<file path="src/rtl/muldiv_pkg.sv">
// muldiv_pkg: op and state encodings plus funct3 decode helpers for the
// iterative RV32M/RV64M multiply/divide unit.
package muldiv_pkg;

   typedef enum logic [2:0] {
      OP_MUL    = 3'b000,
      OP_MULH   = 3'b001,
      OP_MULHSU = 3'b010,
      OP_MULHU  = 3'b011,
      OP_DIV    = 3'b100,
      OP_DIVU   = 3'b101,
      OP_REM    = 3'b110,
      OP_REMU   = 3'b111
   } muldiv_op_t;

   typedef enum logic [1:0] {
      IDLE = 2'd0,
      CALC = 2'd1,
      FIX  = 2'd2,
      DONE = 2'd3
   } muldiv_state_t;

   // True for the four divide/remainder ops
   function automatic logic is_div(input muldiv_op_t op_i);
      return (op_i == OP_DIV) || (op_i == OP_DIVU) ||
             (op_i == OP_REM) || (op_i == OP_REMU);
   endfunction

   // True for the remainder ops (result taken from the high half)
   function automatic logic is_rem(input muldiv_op_t op_i);
      return (op_i == OP_REM) || (op_i == OP_REMU);
   endfunction

   // rs1 is interpreted as two's complement
   function automatic logic is_signed_a(input muldiv_op_t op_i);
      return (op_i == OP_MULH) || (op_i == OP_MULHSU) ||
             (op_i == OP_DIV)  || (op_i == OP_REM);
   endfunction

   // rs2 is interpreted as two's complement
   function automatic logic is_signed_b(input muldiv_op_t op_i);
      return (op_i == OP_MULH) || (op_i == OP_DIV) || (op_i == OP_REM);
   endfunction

endpackage

</file>
<file path="src/rtl/muldiv_step.sv">
// muldiv_step: one radix-2 iteration on the 2*XLEN accumulator.
// Multiply: accumulator is {partial_hi, multiplier}; add the multiplicand
// when the multiplier LSB is set, then shift right by one.
// Divide: accumulator is {remainder, dividend/quotient}; shift left by one
// and keep the trial subtraction when it does not borrow.
module muldiv_step #(
   parameter int XLEN = 32
) (
   input  logic                i_is_div,
   input  logic [2*XLEN-1:0]   i_acc,
   input  logic [XLEN-1:0]     i_opnd,
   output logic [2*XLEN-1:0]   o_acc
);

   logic [XLEN:0] w_sum;
   logic [XLEN:0] w_rem_sh;
   logic [XLEN:0] w_diff;

   // Single iteration: add-or-pass for multiply, trial-subtract for divide
   always_comb begin
      w_sum    = {1'b0, i_acc[2*XLEN-1:XLEN]} + {1'b0, i_opnd};
      w_rem_sh = {i_acc[2*XLEN-1:XLEN], i_acc[XLEN-1]};
      w_diff   = w_rem_sh - {1'b0, i_opnd};
      o_acc    = i_acc;
      if (i_is_div) begin
         // Remainder stays below the divisor, so bit XLEN of the
         // difference is a clean borrow flag.
         if (w_diff[XLEN]) begin
            o_acc = {w_rem_sh[XLEN-1:0], i_acc[XLEN-2:0], 1'b0};
         end else begin
            o_acc = {w_diff[XLEN-1:0], i_acc[XLEN-2:0], 1'b1};
         end
      end else begin
         if (i_acc[0]) begin
            o_acc = {w_sum, i_acc[XLEN-1:1]};
         end else begin
            o_acc = {1'b0, i_acc[2*XLEN-1:1]};
         end
      end
   end

endmodule

</file>
<file path="src/rtl/muldiv_unit.sv">
// muldiv_unit: iterative M-extension multiply/divide unit. Operands are
// reduced to magnitudes on accept, UNROLL radix-2 steps run per CALC cycle,
// and the sign is restored in FIX. Divide-by-zero and signed overflow skip
// CALC and go straight to DONE.
module muldiv_unit
   import muldiv_pkg::*;
#(
   parameter int XLEN   = 32,
   parameter int UNROLL = 1
) (
   input  logic            clk,
   input  logic            reset,
   input  logic            in_valid,
   output logic            in_ready,
   input  logic [2:0]      op,
   input  logic [XLEN-1:0] a,
   input  logic [XLEN-1:0] b,
   input  logic            flush,
   output logic            out_valid,
   input  logic            out_ready,
   output logic [XLEN-1:0] result
);

   localparam int N  = XLEN / UNROLL;
   localparam int CW = $clog2(N + 1);
   localparam logic [CW-1:0]   CNT_LAST = CW'(N - 1);
   localparam logic [CW-1:0]   CNT_ONE  = {{(CW-1){1'b0}}, 1'b1};
   localparam logic [XLEN-1:0] ALL1     = {XLEN{1'b1}};
   localparam logic [XLEN-1:0] ZERO     = {XLEN{1'b0}};
   localparam logic [XLEN-1:0] MOST_NEG = {1'b1, {(XLEN-1){1'b0}}};

   muldiv_state_t     r_state;
   muldiv_op_t        r_op;
   logic              r_neg_a;
   logic              r_neg_b;
   logic [XLEN-1:0]   r_opnd;
   logic [2*XLEN-1:0] r_acc;
   logic [CW-1:0]     r_cnt;
   logic [XLEN-1:0]   r_result;
   logic              r_out_valid;

   muldiv_op_t        w_op;
   logic              w_neg_a;
   logic              w_neg_b;
   logic [XLEN-1:0]   w_mag_a;
   logic [XLEN-1:0]   w_mag_b;
   logic              w_div0;
   logic              w_ovf;
   logic              w_special;
   logic [XLEN-1:0]   w_spec_res;
   logic [2*XLEN-1:0] w_prod;
   logic [XLEN-1:0]   w_quo;
   logic [XLEN-1:0]   w_rem;
   logic [XLEN-1:0]   w_fix_res;
   logic              w_is_div_r;
   logic [2*XLEN-1:0] w_chain [0:UNROLL];

   assign in_ready  = (r_state == IDLE);
   assign out_valid = r_out_valid;
   assign result    = r_result;

   // Decode the incoming request: signs, magnitudes and special-case divides
   always_comb begin
      w_op    = muldiv_op_t'(op);
      w_neg_a = is_signed_a(w_op) && a[XLEN-1];
      w_neg_b = is_signed_b(w_op) && b[XLEN-1];
      w_mag_a = w_neg_a ? (-a) : a;
      w_mag_b = w_neg_b ? (-b) : b;
      w_div0  = (b == ZERO);
      w_ovf   = is_signed_b(w_op) && (a == MOST_NEG) && (b == ALL1);
      w_special = is_div(w_op) && (w_div0 || w_ovf);
      if (w_div0) begin
         w_spec_res = is_rem(w_op) ? a : ALL1;
      end else begin
         w_spec_res = is_rem(w_op) ? ZERO : a;
      end
   end

   // Sign correction and half selection applied in FIX
   always_comb begin
      w_prod = (r_neg_a ^ r_neg_b) ? (-r_acc) : r_acc;
      w_quo  = (r_neg_a ^ r_neg_b) ? (-r_acc[XLEN-1:0]) : r_acc[XLEN-1:0];
      w_rem  = r_neg_a ? (-r_acc[2*XLEN-1:XLEN]) : r_acc[2*XLEN-1:XLEN];
      case (r_op)
         OP_MUL:                        w_fix_res = w_prod[XLEN-1:0];
         OP_MULH, OP_MULHSU, OP_MULHU:  w_fix_res = w_prod[2*XLEN-1:XLEN];
         OP_DIV, OP_DIVU:               w_fix_res = w_quo;
         OP_REM, OP_REMU:               w_fix_res = w_rem;
         default:                       w_fix_res = ZERO;
      endcase
   end

   assign w_is_div_r = is_div(r_op);
   assign w_chain[0] = r_acc;

   for (genvar g = 0; g < UNROLL; g++) begin : g_step
      muldiv_step #(.XLEN(XLEN)) u_step (
         .i_is_div (w_is_div_r),
         .i_acc    (w_chain[g]),
         .i_opnd   (r_opnd),
         .o_acc    (w_chain[g+1])
      );
   end

   // Control FSM with operand capture, iteration counter and result register
   always_ff @(posedge clk) begin
      if (!reset) begin
         r_state     <= IDLE;
         r_op        <= OP_MUL;
         r_neg_a     <= 1'b0;
         r_neg_b     <= 1'b0;
         r_opnd      <= ZERO;
         r_acc       <= {(2*XLEN){1'b0}};
         r_cnt       <= {CW{1'b0}};
         r_result    <= ZERO;
         r_out_valid <= 1'b0;
      end else begin
         case (r_state)
            IDLE: begin
               // A flush in IDLE blocks a simultaneous request
               if (in_valid && !flush) begin
                  r_op    <= w_op;
                  r_neg_a <= w_neg_a;
                  r_neg_b <= w_neg_b;
                  r_opnd  <= w_mag_b;
                  r_cnt   <= {CW{1'b0}};
                  if (w_special) begin
                     r_acc       <= {(2*XLEN){1'b0}};
                     r_result    <= w_spec_res;
                     r_out_valid <= 1'b1;
                     r_state     <= DONE;
                  end else begin
                     r_acc   <= {ZERO, w_mag_a};
                     r_state <= CALC;
                  end
               end else begin
                  r_state <= IDLE;
               end
            end
            CALC: begin
               if (flush) begin
                  r_state <= IDLE;
               end else begin
                  r_acc <= w_chain[UNROLL];
                  r_cnt <= r_cnt + CNT_ONE;
                  if (r_cnt == CNT_LAST) begin
                     r_state <= FIX;
                  end else begin
                     r_state <= CALC;
                  end
               end
            end
            FIX: begin
               if (flush) begin
                  r_state <= IDLE;
               end else begin
                  r_result    <= w_fix_res;
                  r_out_valid <= 1'b1;
                  r_state     <= DONE;
               end
            end
            DONE: begin
               // flush wins over out_ready; both return to IDLE without a result
               if (flush || out_ready) begin
                  r_out_valid <= 1'b0;
                  r_state     <= IDLE;
               end else begin
                  r_state <= DONE;
               end
            end
            default: begin
               r_out_valid <= 1'b0;
               r_state     <= IDLE;
            end
         endcase
      end
   end

endmodule

</file>
<file path="config.mk">
export PLATFORM = sky130hd
export DESIGN_NAME = muldiv_unit
export DESIGN_NICKNAME = d
export VERILOG_FILES = /design/src/rtl/muldiv_pkg.sv /design/src/rtl/muldiv_step.sv /design/src/rtl/muldiv_unit.sv
export SDC_FILE = /design/constraint.sdc
export NUM_CORES = 1
export LEC_CHECK = 0
export CAP_MARGIN = 20
export CORE_MARGIN = 2
export CORE_UTILIZATION = 45
export DETAILED_ROUTE_END_ITERATION = 10
export PLACE_DENSITY = 0.67
export SLEW_MARGIN = 25
export SYNTH_ARGS = -nofsm -noshare
export SYNTH_HDL_FRONTEND = slang
export SYNTH_SLANG_ARGS = --single-unit
export TNS_END_PERCENT = 100
</file>
<file path="constraint.sdc">
create_clock -name clk -period 3.05 [get_ports clk]
set_input_delay 0.61 -clock clk [delete_from_list [all_inputs] [get_ports clk]]
set_output_delay 0.61 -clock clk [all_outputs]
set_load 0.1 [all_outputs]
</file>
; Word level (Yosys, flattened, before mapping)
; Cells that the tools add are included.
[classes]
mux = 35
addsub = 8
bitwise_logic = 1
eq_ne = 24
n_reduce_logical = 34
[ops]
columns = op, n
row1 = $mux W64, 6
row2 = $mux W32, 11
row3 = $neg A32 Y32, 4
row4 = $pmux W32 S4, 1
row5 = $pmux W64 S2, 1
row6 = $eq A32 B32 Y1 const B, 2
row7 = $neg A64 Y64, 1
row8 = $pmux W32 S2, 1
row9 = $add A32 B32 Y33, 1
row10 = $sub A33 B32 Y33, 1
row11 = $logic_not A32 Y1, 1
row12 = $eq A3 B3 Y1 const B, 8
row13 = $logic_or A1 B1 Y1, 14
row14 = $mux W2, 6
row15 = $mux W6, 2
row16 = $pmux W6 S2, 1
row17 = $eq A3 B2 Y1 const B, 3
row18 = $pmux W2 S4, 1
row19 = $add A6 B1 Y6 const B, 1
row20 = $eq A3 B1 Y1 const B, 2
row21 = $eq A6 B5 Y1 const B, 1
row22 = $logic_and A1 B1 Y1, 6
row23 = $ne A2 B2 Y1 const B, 3
row24 = $reduce_and A5 Y1, 1
row25 = 16 further kinds, 23
[totals]
out_inout_bits = 34
in_bits = 72
ff_bits = 142
word_cells = 111

; Longest topological paths before layout
; Gate-level depths: netlist (run 1).
[logic_depth]
ltp_word = 10
mapped_depth = 15
mapped_depth_nobuf = 13

; Cells and area by module
; Synthesis (run 1) repeated with hierarchy kept, for this count alone.
[hier_totals]
cells_unflattened = 2160
hier_area_um2 = 15143.3
[by_module_without_submodules]
columns = mod, cells_per_inst, n_inst, seq_area_each_um2, area_per_inst_um2
row1 = muldiv_unit, 1470, 1, 2842.7, 10422.5
row2 = muldiv_step, 690, 1, 0.0, 4720.8

; Worst setup path after synthesis (run 1)
; Ideal clock, no wire load.
[synth_timing]
path_type = reg2reg
start = register r_acc[32]
end = register r_acc[37]
n_path_buf = 2
path_slack_ns = -0.274
path_stages_with_launch = 15
setup_ns = 0.122
arrival_ns = 3.202
path_cell_list = dfxtp_1 > clkbuf_1 > inv_1 > fa_1 > nand2b_1 > a211oi_1 > o211ai_1 > a21oi_2 > o2111ai_2 > a31oi_4 > xnor2_4 > buf_6 > mux2i_1 > nor2_1 > a221o_1
[synth_via]
elab_chain_cells = 5
[synth_lines]
columns = element, line_no
row1 = from (decl), muldiv_unit.sv:37  ; logic [2*XLEN-1:0] r_acc;
row2 = from (signal assigned), muldiv_unit.sv:113  ; r_acc <= {(2*XLEN){1'b0}};
row3 = from (signal assigned), muldiv_unit.sv:128  ; r_acc <= {(2*XLEN){1'b0}};
row4 = from (signal assigned), muldiv_unit.sv:133  ; r_acc <= {ZERO, w_mag_a};
row5 = $sub A33 B32 Y33 / $add A32 B32 Y33 (equally long branches), "muldiv_step.sv:23, muldiv_step.sv:21"
row6 = $mux W64 (on tied branches), "muldiv_step.sv:28, muldiv_step.sv:34"
row7 = $mux W64 *, muldiv_step.sv:25  ; if (i_is_div) begin
row8 = $mux W64 *, muldiv_unit.sv:141  ; if (flush) begin
row9 = $pmux W64 S2 *, muldiv_unit.sv:118  ; case (r_state)
; Every way passes the cells marked *; elsewhere a longest branch is shown, timed or not. The select of a mux whose other input is x is not followed.
; A chain may end at the register's enable or synchronous reset.

; Final worst setup path (run 1)
[layout_timing]
start = register r_acc[31]
end = register r_acc[37]
[layout_via]
elab_chain_cells = 5
[layout_lines]
columns = element, line_no
row1 = $sub A33 B32 Y33, muldiv_step.sv:23  ; w_diff = w_rem_sh - {1'b0, i_opnd};
row2 = $mux W64, muldiv_step.sv:28  ; if (w_diff[XLEN]) begin
row3 = $mux W64, muldiv_step.sv:25
row4 = $mux W64, muldiv_unit.sv:141
row5 = $pmux W64 S2, muldiv_unit.sv:118
; No other way between the ends. The select of a mux whose other input is x is not followed.

==> results of run 1 <==
## cells in the mapped netlist (all sizes together), types with 5 or more instances
| library cell | count | share of area |
|---|---|---|
| and3 | 11 | 0.0053 |
| o41ai | 9 | 0.0067 |
| mux2i | 49 | 0.035 |
| o221ai | 6 | 0.0037 |
| or2 | 7 | 0.0031 |
| clkbuf | 118 | 0.032 |
| nand2b | 18 | 0.0080 |
| buf | 28 | 0.013 |
| a211oi | 42 | 0.022 |
| mux2 | 5 | 0.0040 |
| a21o | 38 | 0.020 |
| o22ai | 24 | 0.011 |
| ha | 70 | 0.062 |
| xnor2 | 101 | 0.064 |
| a32o | 16 | 0.011 |
| o22a | 28 | 0.017 |
| a22o | 6 | 0.0037 |
| a31oi | 39 | 0.018 |
| o21bai | 6 | 0.0032 |
| nor2b | 14 | 0.0062 |
| a21oi | 190 | 0.069 |
| nand2 | 158 | 0.043 |
| xor2 | 95 | 0.059 |
| o211ai | 21 | 0.011 |
| nor3 | 48 | 0.019 |
| or4 | 10 | 0.0062 |
| nor2 | 170 | 0.046 |
| o21ai | 194 | 0.070 |
| or3 | 17 | 0.0076 |
| o21a | 9 | 0.0048 |
| nor4b | 5 | 0.0040 |
| nand4 | 22 | 0.011 |
| inv | 61 | 0.016 |
| nor4 | 13 | 0.0062 |
| a311oi | 5 | 0.0031 |
| dfxtp | 142 | 0.20 |
| and2 | 11 | 0.0049 |
| o31ai | 21 | 0.012 |
| a41oi | 5 | 0.0031 |
| nand3 | 38 | 0.014 |
## where the power goes
part	switching, mW	leakage (nW)	internal (mW)
Combinational	1.13	6.59	0.977
Sequential	0.0841	1.16	1.93
Clock	0.951	0.271	1.11
Total	2.17	8.02	4.02
## worst min-delay path, stage by stage, from the launching register on
cell,delay (ns)
dfxtp_1,0.33
nand2_1,0.05
nand3_1,0.05
## layout make-up
class,instances,area (um^2),area share
clock buffer,21,470,0.0248
clock inverter,11,80.1,0.00421
inverter,64,240,0.0126
multi-input combinational,1575,10700,0.564
sequential,142,2850,0.150
tap,396,495,0.0261
timing repair buffer,492,4150,0.218
## cell families (layout without fill, tap and decap cells)
group,Yosys count,after routing,share of synthesized area
and+or+nand+nor,555,555,0.192
AOI/OAI and AO/OA,695,695,0.315
DFF,142,142,0.203
buffers and inverters,210,588,0.0622
adders and majority gates,72,72,0.0653
xor gates and xnor gates,196,199,0.124
muxes,54,54,0.0390
## sequential cells by signal, summed over array words and instances, names as in the netlist
name	count
out_valid	1
r_acc	64
r_cnt	6
r_neg_a	1
r_neg_b	1
r_op	3
r_opnd	32
r_state	2
result	32
## worst paths after layout
kind,start,endpoint,slack (ns),cells past startpoint
worst max register to register,r_acc[31],r_acc[37],-0.32,16
worst min register to register,result[26],result[26],0.46,2
worst max-delay path,r_acc[31],r_acc[37],-0.32,16
worst min-delay path,result[26],result[26],0.46,2
## per-layer routing
metal,part of all wire,track usage
met1,0.41,0.394
met2,0.47,0.534
met3,0.073,0.0479
met4,0.051,0.168
met5,0,0
## repair_timing
item                                    in CTS  in global routing
pin swaps                                   44                 28
resized for setup                           49                 69
endpoints found under the setup margin      78                 96
cloned                                       5                  2
setup buffers                                8                 10
==> results_dict.tcl, run 1 <==
set metrics [dict create \
    dpl.hpwl_um 41200 \
    drc 0 \
    violations "negative setup slack" \
    hold_buffers 0 \
    crit_family "compound AO/OA/AOI/OAI gates" \
    total_power_mw 6.18 \
    die_area_mm2 0.0326 \
    syn_to_final_growth_pct 35.5 \
    drv_cap 0 \
    setup_viol 33 \
    cts_max_level 4 \
    detailedRoute.firstIterationViolations 1284 \
    root_buffer "clkbuf_16" \
    synth_cell_type_count 88 \
    start_kind "register" \
    drt_wl_total_um 53900 \
    end_kind "register" \
    cts_max_path_buffers 2 \
    crit_path_cell_trace "inv_2 -> ha_4 -> fa_2 -> nand2b_4 -> a211oi_4 -> o211ai_1 -> a21oi_2 -> buf_6 -> o2111ai_4 -> a31oi_4 -> buf_6 -> xnor2_4 -> buf_12 -> mux2i_2 -> nor2_1 -> a221o_1" \
    routabilityCongestion 0.976 \
    instances_no_fill 2701 \
    port_buffers 105 \
    syn_area_per_cell_um2 7.29 \
    crit_arrival_ns 3.71 \
    clock-sinks 142 \
    clock_latency_ns 0.46 \
    final_util 0.620 \
    syn_inst 1924 \
    dpl_worst_slack_ns -0.509 \
    clk_pin_slew_worst_paths_ns 0.07 \
    syn-num-nets 2068 \
    start_util 0.457 \
    coreArea_mm2 0.0307 \
    fillers 2780 \
    synth_edf_count 0 \
    synth_ff_type "dfxtp_1" \
    grt_max_degree 64 \
    synthArstFlopShare 0 \
    boundaryPins 106 \
    final_cell_mix "392 x buf_4, 178 x a21oi_1, 168 x o21ai_0" \
    status "finished with violations" \
    gr-total-overflow 0 \
    required_ns 3.40 \
    row_count 64 \
    grt_pass1_wl_um 83100 \
    cts_buffers 17 \
    leakage_nw 8.02 \
    min_path_type "register to register" \
    drive_gt1_frac 0.245 \
    die_h_um 181 \
    finish.instance_area_mm2 0.0190 \
    nets 2436 \
    tns_ns -6.93 \
    maxSlewViolCount 0 \
    placed_area_mm2 0.0178 \
    firstDrtPassIters 5 \
    final_antenna_net_count 0 \
    setup_slack_ns -0.315 \
    layout_commonest_cell "buf_4" \
    seq_area_frac_synth 0.203 \
    period_share 1.10 \
    crit_path_frequent_cell "buf_6" \
    critPathBufInv 4 \
    path_max_fanout 5 \
    synth_seq_cells 142 \
    antenna_found_initial 0 \
    worstMarginPinSlew_ns 0.887 \
    netlist_area_mm2 0.0140 \
    power_density_mw_per_mm2 325 \
    track_usage 0.318 \
    holdWs_ns 0.459 \
    period_minus_slack_ns 3.37 \
    finalHoldViolCount 0 \
    placedCellCount 2644 \
    cts_tree "yes" \
    rsz0062_at_grt "true" \
    n_antenna_cell 0 \
    grt_pass1_vias 15400 \
    max_freq_ghz 0.297 \
    yosysWarningCount 0 \
    cp_slowest_cell "dfxtp_2" \
    crit_path_max_incr_delay_ns 0.34 \
    fp.dieW_um 181 \
    drt-vias-per-instance 5.97 \
    via_count 16100 \
    skew_ns 0.0124 \
    avgRoutedWirePerCell_um 19.9 \
    max_slew_margin 0.408 \
    peakVddDrop_v 0.000437 \
    crit_type "register to register" \
]
Note: power is estimated with default switching activity, not from simulation.
==> run 2, diff against run 1 <==
CORE_UTILIZATION = 55   (was 45)
PLACE_DENSITY = 0.8   (was 0.67)
==> run 2 against run 1 <==
  * The run still ends with negative setup slack left
  * Clock skew increased by 0.0064 ns
  * Highest routed layer unchanged
  * Largest cell class unchanged
  * Fmax decreased by 1.2%
  * Critical path type unchanged
  * Register-to-register slack got worse by 0.04 ns
==> results_dict.tcl, run 2 (synthesized netlist as in run 1, its figures left out) <==
set metrics [dict create \
    status "finished with violations" \
    violations "negative setup slack" \
    grt_pass1_vias 16300 \
    largest_reg_flops 64 \
    period_minus_slack_ns 3.41 \
    boundaryPins 106 \
    routabilityCongestion 1.05 \
    crit_arrival_ns 3.75 \
    top_layer_used "met4" \
    cts_tree "yes" \
    total_power_mw 6.38 \
    rsz0062_at_grt "true" \
    placed_area_mm2 0.0175 \
    hold_buffers 0 \
    min_path_type "register to register" \
    crit_cells 16 \
    final_antenna_net_count 0 \
    clock_latency_ns 0.45 \
    worstMarginPinSlew_ns 0.809 \
    met1_length_um 21100 \
    rr_worst_depth 16 \
    syn_to_final_growth_pct 35.7 \
    crit_path_cell_trace "inv_2 -> ha_4 -> fa_2 -> nand2b_4 -> a211oi_4 -> o211ai_1 -> a21oi_2 -> buf_6 -> o2111ai_4 -> a31oi_4 -> xnor2_4 -> buf_12 -> buf_12 -> buf_8 -> o211ai_1 -> a22o_1" \
    max_slew_margin 0.458 \
    drive_gt1_frac 0.252 \
    grt_pass1_wl_um 85400 \
    root_buffer "clkbuf_16" \
    dpl.hpwl_um 40900 \
    instances_no_fill 2633 \
    power_density_mw_per_mm2 335 \
    port_buffers 105 \
    setup_slack_ns -0.356 \
    coreArea_mm2 0.0251 \
    required_ns 3.39 \
    cts_buffers 17 \
    top_register "r_acc" \
    r2r_start "r_acc[31]" \
    leakage_nw 8.05 \
    end_kind "register" \
    crit_family "compound AO/OA/AOI/OAI gates" \
    via_count 17200 \
    die_h_um 164 \
    detailedRoute.firstIterationViolations 2074 \
    setup_viol 47 \
    start_kind "register" \
    crit_path_max_incr_delay_ns 0.36 \
    maxSlewViolCount 0 \
    skew_ns 0.0188 \
    gr-total-overflow 0 \
    grt_max_degree 66 \
    period_share 1.12 \
    crit_start "r_acc[31]" \
    avgRoutedWirePerCell_um 22.0 \
    nets 2432 \
    final_cell_mix "387 x buf_4, 174 x a21oi_1, 164 x o21ai_0" \
    critPathBufInv 5 \
    crit_type "register to register" \
    path_max_fanout 7 \
    drt_wl_total_um 58000 \
    cts_max_path_buffers 2 \
    firstDrtPassIters 9 \
    start_util 0.558 \
    clk_pin_slew_worst_paths_ns 0.08 \
    drc 0 \
    peakVddDrop_v 0.000356 \
    crit_end "r_acc[55]" \
    layout_commonest_cell "buf_4" \
    drv_cap 0 \
    reg2reg_to "r_acc[55]" \
    cp_slowest_cell "dfxtp_2" \
    cts_max_level 4 \
    clock-sinks 142 \
    antenna_found_initial 2 \
    holdWs_ns 0.457 \
    dpl_worst_slack_ns -0.584 \
    die_area_mm2 0.0268 \
    max_freq_ghz 0.294 \
    fp.dieW_um 164 \
    finish.instance_area_mm2 0.0190 \
    dr_wl_met3_um 5990 \
    finalHoldViolCount 0 \
    drt-vias-per-instance 6.55 \
    row_count 58 \
    route.met2.wl_um 25900 \
    track_usage 0.407 \
    r2r_setup_slack_ns -0.36 \
    placedCellCount 2559 \
]
-- run 2: power breakdown --
group	leakage (nW)	switching, mW	internal (mW)
Sequential	1.16	0.0916	1.93
Clock	0.290	1.10	1.11
Combinational	6.60	1.18	0.974
-- run 2: repair_timing --
action                                  4_1_cts  5_1_grt
endpoints found under the setup margin       81       96
cloned                                        4        3
pin swaps                                    59       43
setup buffers                                17       17
resized for setup                            66       85
-- run 2: routing by layer --
metal | vias to the layer above | GRT usage
met5 | - | 0.00947
met4 | 0 | 0.287
met3 | 380 | 0.0670
met2 | 1207 | 0.679
met1 | 7906 | 0.473
li1 | 7754 | -
-- run 2: worst register-to-register path: cells and delay by family, from the launching register on --
kind            cells  cell delay, ns
buf+inv             5            0.70
fa+ha+maj           2            0.51
flops               1            0.36
xor+xnor            1            0.18
compound gates      7            1.38
simple gates        1            0.16
-- run 2: area by class of cell --
cell class                 instances  area, um^2
clock inverter                    15         168
sequential                       142        2850
tap                              330         413
fill                            1932        6070
clock buffer                      17         425
multi-input combinational       1573       10800
antenna                            2        5.00
inverter                          64         240
timing repair buffer             490        4170
-- run 2: metrics by stage --
step	util	setup TNS, ns
after floorplan	-	-0.0183
after global placement	0.698	-31.22
after detailed placement	0.698	-39.35
after CTS	0.740	-7.24
after global routing	0.758	-12.37
final	0.758	-9.13
-- run 2: worst min path at each step --
stage | endpoint | depth (start not counted) | start
after floorplan | r_opnd[10] | 2 | r_opnd[10]
after global placement | result[29] | 2 | result[29]
after detailed placement | result[26] | 2 | result[26]
after CTS | result[26] | 2 | result[26]
after global routing | result[26] | 2 | result[26]
final | result[26] | 2 | result[26]
==> run 3, diff against run 2 <==
CTS_CLUSTER_DIAMETER = 80   (was default)
GPL_TIMING_DRIVEN = 0   (was default)
==> run 3 against run 2 <==
  * The run still ends with negative setup slack left
  * Total power fell by 5.3%
  * Combinational power fell by 13%
  * Largest cell class unchanged
  * Cell area fell by 9.5%
  * Non-clock buffer count fell by 187
  * Die area did not move
==> results_dict.tcl, run 3 (synthesized netlist as in run 1, its figures left out) <==
set metrics [dict create \
    start_util 0.558 \
    period_minus_slack_ns 3.49 \
    setup_slack_ns -0.438 \
    skew_ns 0.0168 \
    crit_start "r_acc[31]" \
    critPathBufInv 3 \
    status "finished with violations" \
    dpl.hpwl_um 44300 \
    fp.dieW_um 164 \
    largest_reg_flops 64 \
    setup_viol 45 \
    clk_pin_slew_worst_paths_ns 0.08 \
    period_share 1.14 \
    r2r_setup_slack_ns -0.44 \
    drive_gt1_frac 0.132 \
    max_slew_margin 0.228 \
    n_antenna_cell 0 \
    cts_tree "yes" \
    nets 2245 \
    row_count 58 \
    min_path_type "register to register" \
    leakage_nw 6.57 \
    cp_slowest_cell "dfxtp_4" \
    layout_commonest_cell "a21oi_1" \
    instances_no_fill 2444 \
    violations "negative setup slack" \
    antenna_found_initial 0 \
    final_cell_mix "176 x a21oi_1, 162 x o21ai_0, 160 x nor2_1" \
    power_density_mw_per_mm2 351 \
    track_usage 0.427 \
    end_kind "register" \
    cts_buffers 17 \
    drt-vias-per-instance 6.69 \
    drt_wl_total_um 58600 \
    port_buffers 104 \
    cts_max_path_buffers 2 \
    top_register "r_acc" \
    maxSlewViolCount 0 \
    hold_buffers 0 \
    crit_arrival_ns 3.82 \
    final_antenna_net_count 0 \
    required_ns 3.38 \
    placedCellCount 2358 \
    syn_to_final_growth_pct 22.9 \
    fillers 2232 \
    firstDrtPassIters 9 \
    clock_latency_ns 0.45 \
    rsz0062_at_grt "true" \
    via_count 16300 \
    finalHoldViolCount 0 \
    crit_path_cell_trace "inv_4 -> ha_4 -> fa_2 -> nand2b_4 -> a211oi_4 -> o211ai_1 -> buf_4 -> a21oi_4 -> o2111ai_4 -> a31oi_4 -> xnor2_4 -> buf_8 -> mux2i_1 -> nor2_1 -> a221o_1" \
    grt_pass1_vias 15600 \
    grt_pass1_wl_um 87300 \
    grt_max_degree 18 \
    root_buffer "clkbuf_16" \
    crit_type "register to register" \
    avgRoutedWirePerCell_um 24.0 \
    worstMarginPinSlew_ns 1.15 \
    gr-total-overflow 0 \
    r2r_start "r_acc[31]" \
    start_kind "register" \
    clock-sinks 142 \
    routabilityCongestion 0.998 \
    drv_cap 0 \
    drc 0 \
    dpl_worst_slack_ns -1.31 \
    crit_family "compound AO/OA/AOI/OAI gates" \
    die_h_um 164 \
    die_area_mm2 0.0268 \
    detailedRoute.firstIterationViolations 1960 \
    boundaryPins 106 \
    path_max_fanout 6 \
    worstHoldStart "result[26]" \
    coreArea_mm2 0.0251 \
    cts_max_level 4 \
    peakVddDrop_v 0.000278 \
    max_freq_ghz 0.287 \
    crit_path_max_incr_delay_ns 0.37 \
]
## run 3: power by group
group	internal, mW	switching [mW]	leakage (nW)
Clock	1.09	1.03	0.280
Sequential	1.93	0.112	1.16
Combinational	0.740	1.15	5.13
## run 3: path summary, 6_finish.rpt
kind	to	depth (start not counted)
hold / removal	result[26]	2
hold reg to reg	result[26]	2
setup reg to reg	r_acc[37]	15
setup / recovery	r_acc[37]	15
## run 3: worst reg2reg max path, delay by kind of cell, from the launching register on
family,cells,cell delay (ns)
simple gates,2,0.22
xor+xnor,1,0.28
buf+inv,3,0.43
compound gates,6,1.38
flops,1,0.37
fa+ha+maj,2,0.49
mux,1,0.19
## run 3: repair_timing
item	in CTS	in global routing
setup endpoints to repair	120	100
gates resized for setup	120	119
buffers inserted	38	16
pin swaps	49	29
cloned	3	2
## run 3: final cells by class
| cell class | instances | area [um^2] | share of cell area |
|---|---|---|---|
| multi-input combinational | 1573 | 10900 | 0.635 |
| sequential | 142 | 2860 | 0.166 |
| tap | 330 | 413 | 0.0240 |
| buffer | 142 | 689 | 0.0400 |
| timing repair buffer | 161 | 1500 | 0.0872 |
| clock inverter | 15 | 144 | 0.00835 |
| clock buffer | 17 | 425 | 0.0247 |
| inverter | 64 | 248 | 0.0144 |
## run 3: metal layers
layer	vias to the layer above	track usage	wire length [um]
li1	7392	-	-
met1	7534	0.481	21200
met2	1108	0.703	26400
met3	314	0.0891	5740
met4	0	0.330	5170
met5	-	0.00189	0
## run 3: metrics by stage
stage	area [um^2]	setup TNS (ns)	power (mW)	util	hold WS, ns
4_1_cts	16800	-7.93	5.87	0.669	0.466
3_3_place_gp	15500	-102.90	3.72	0.618	0.437
6_report	17200	-11.88	6.05	0.686	0.467
5_1_grt	17200	-14.46	6.22	0.686	0.488
3_5_place_dp	15500	-106.70	3.74	0.618	0.451
2_1_floorplan	14100	-0.0183	3.17	-	0.449
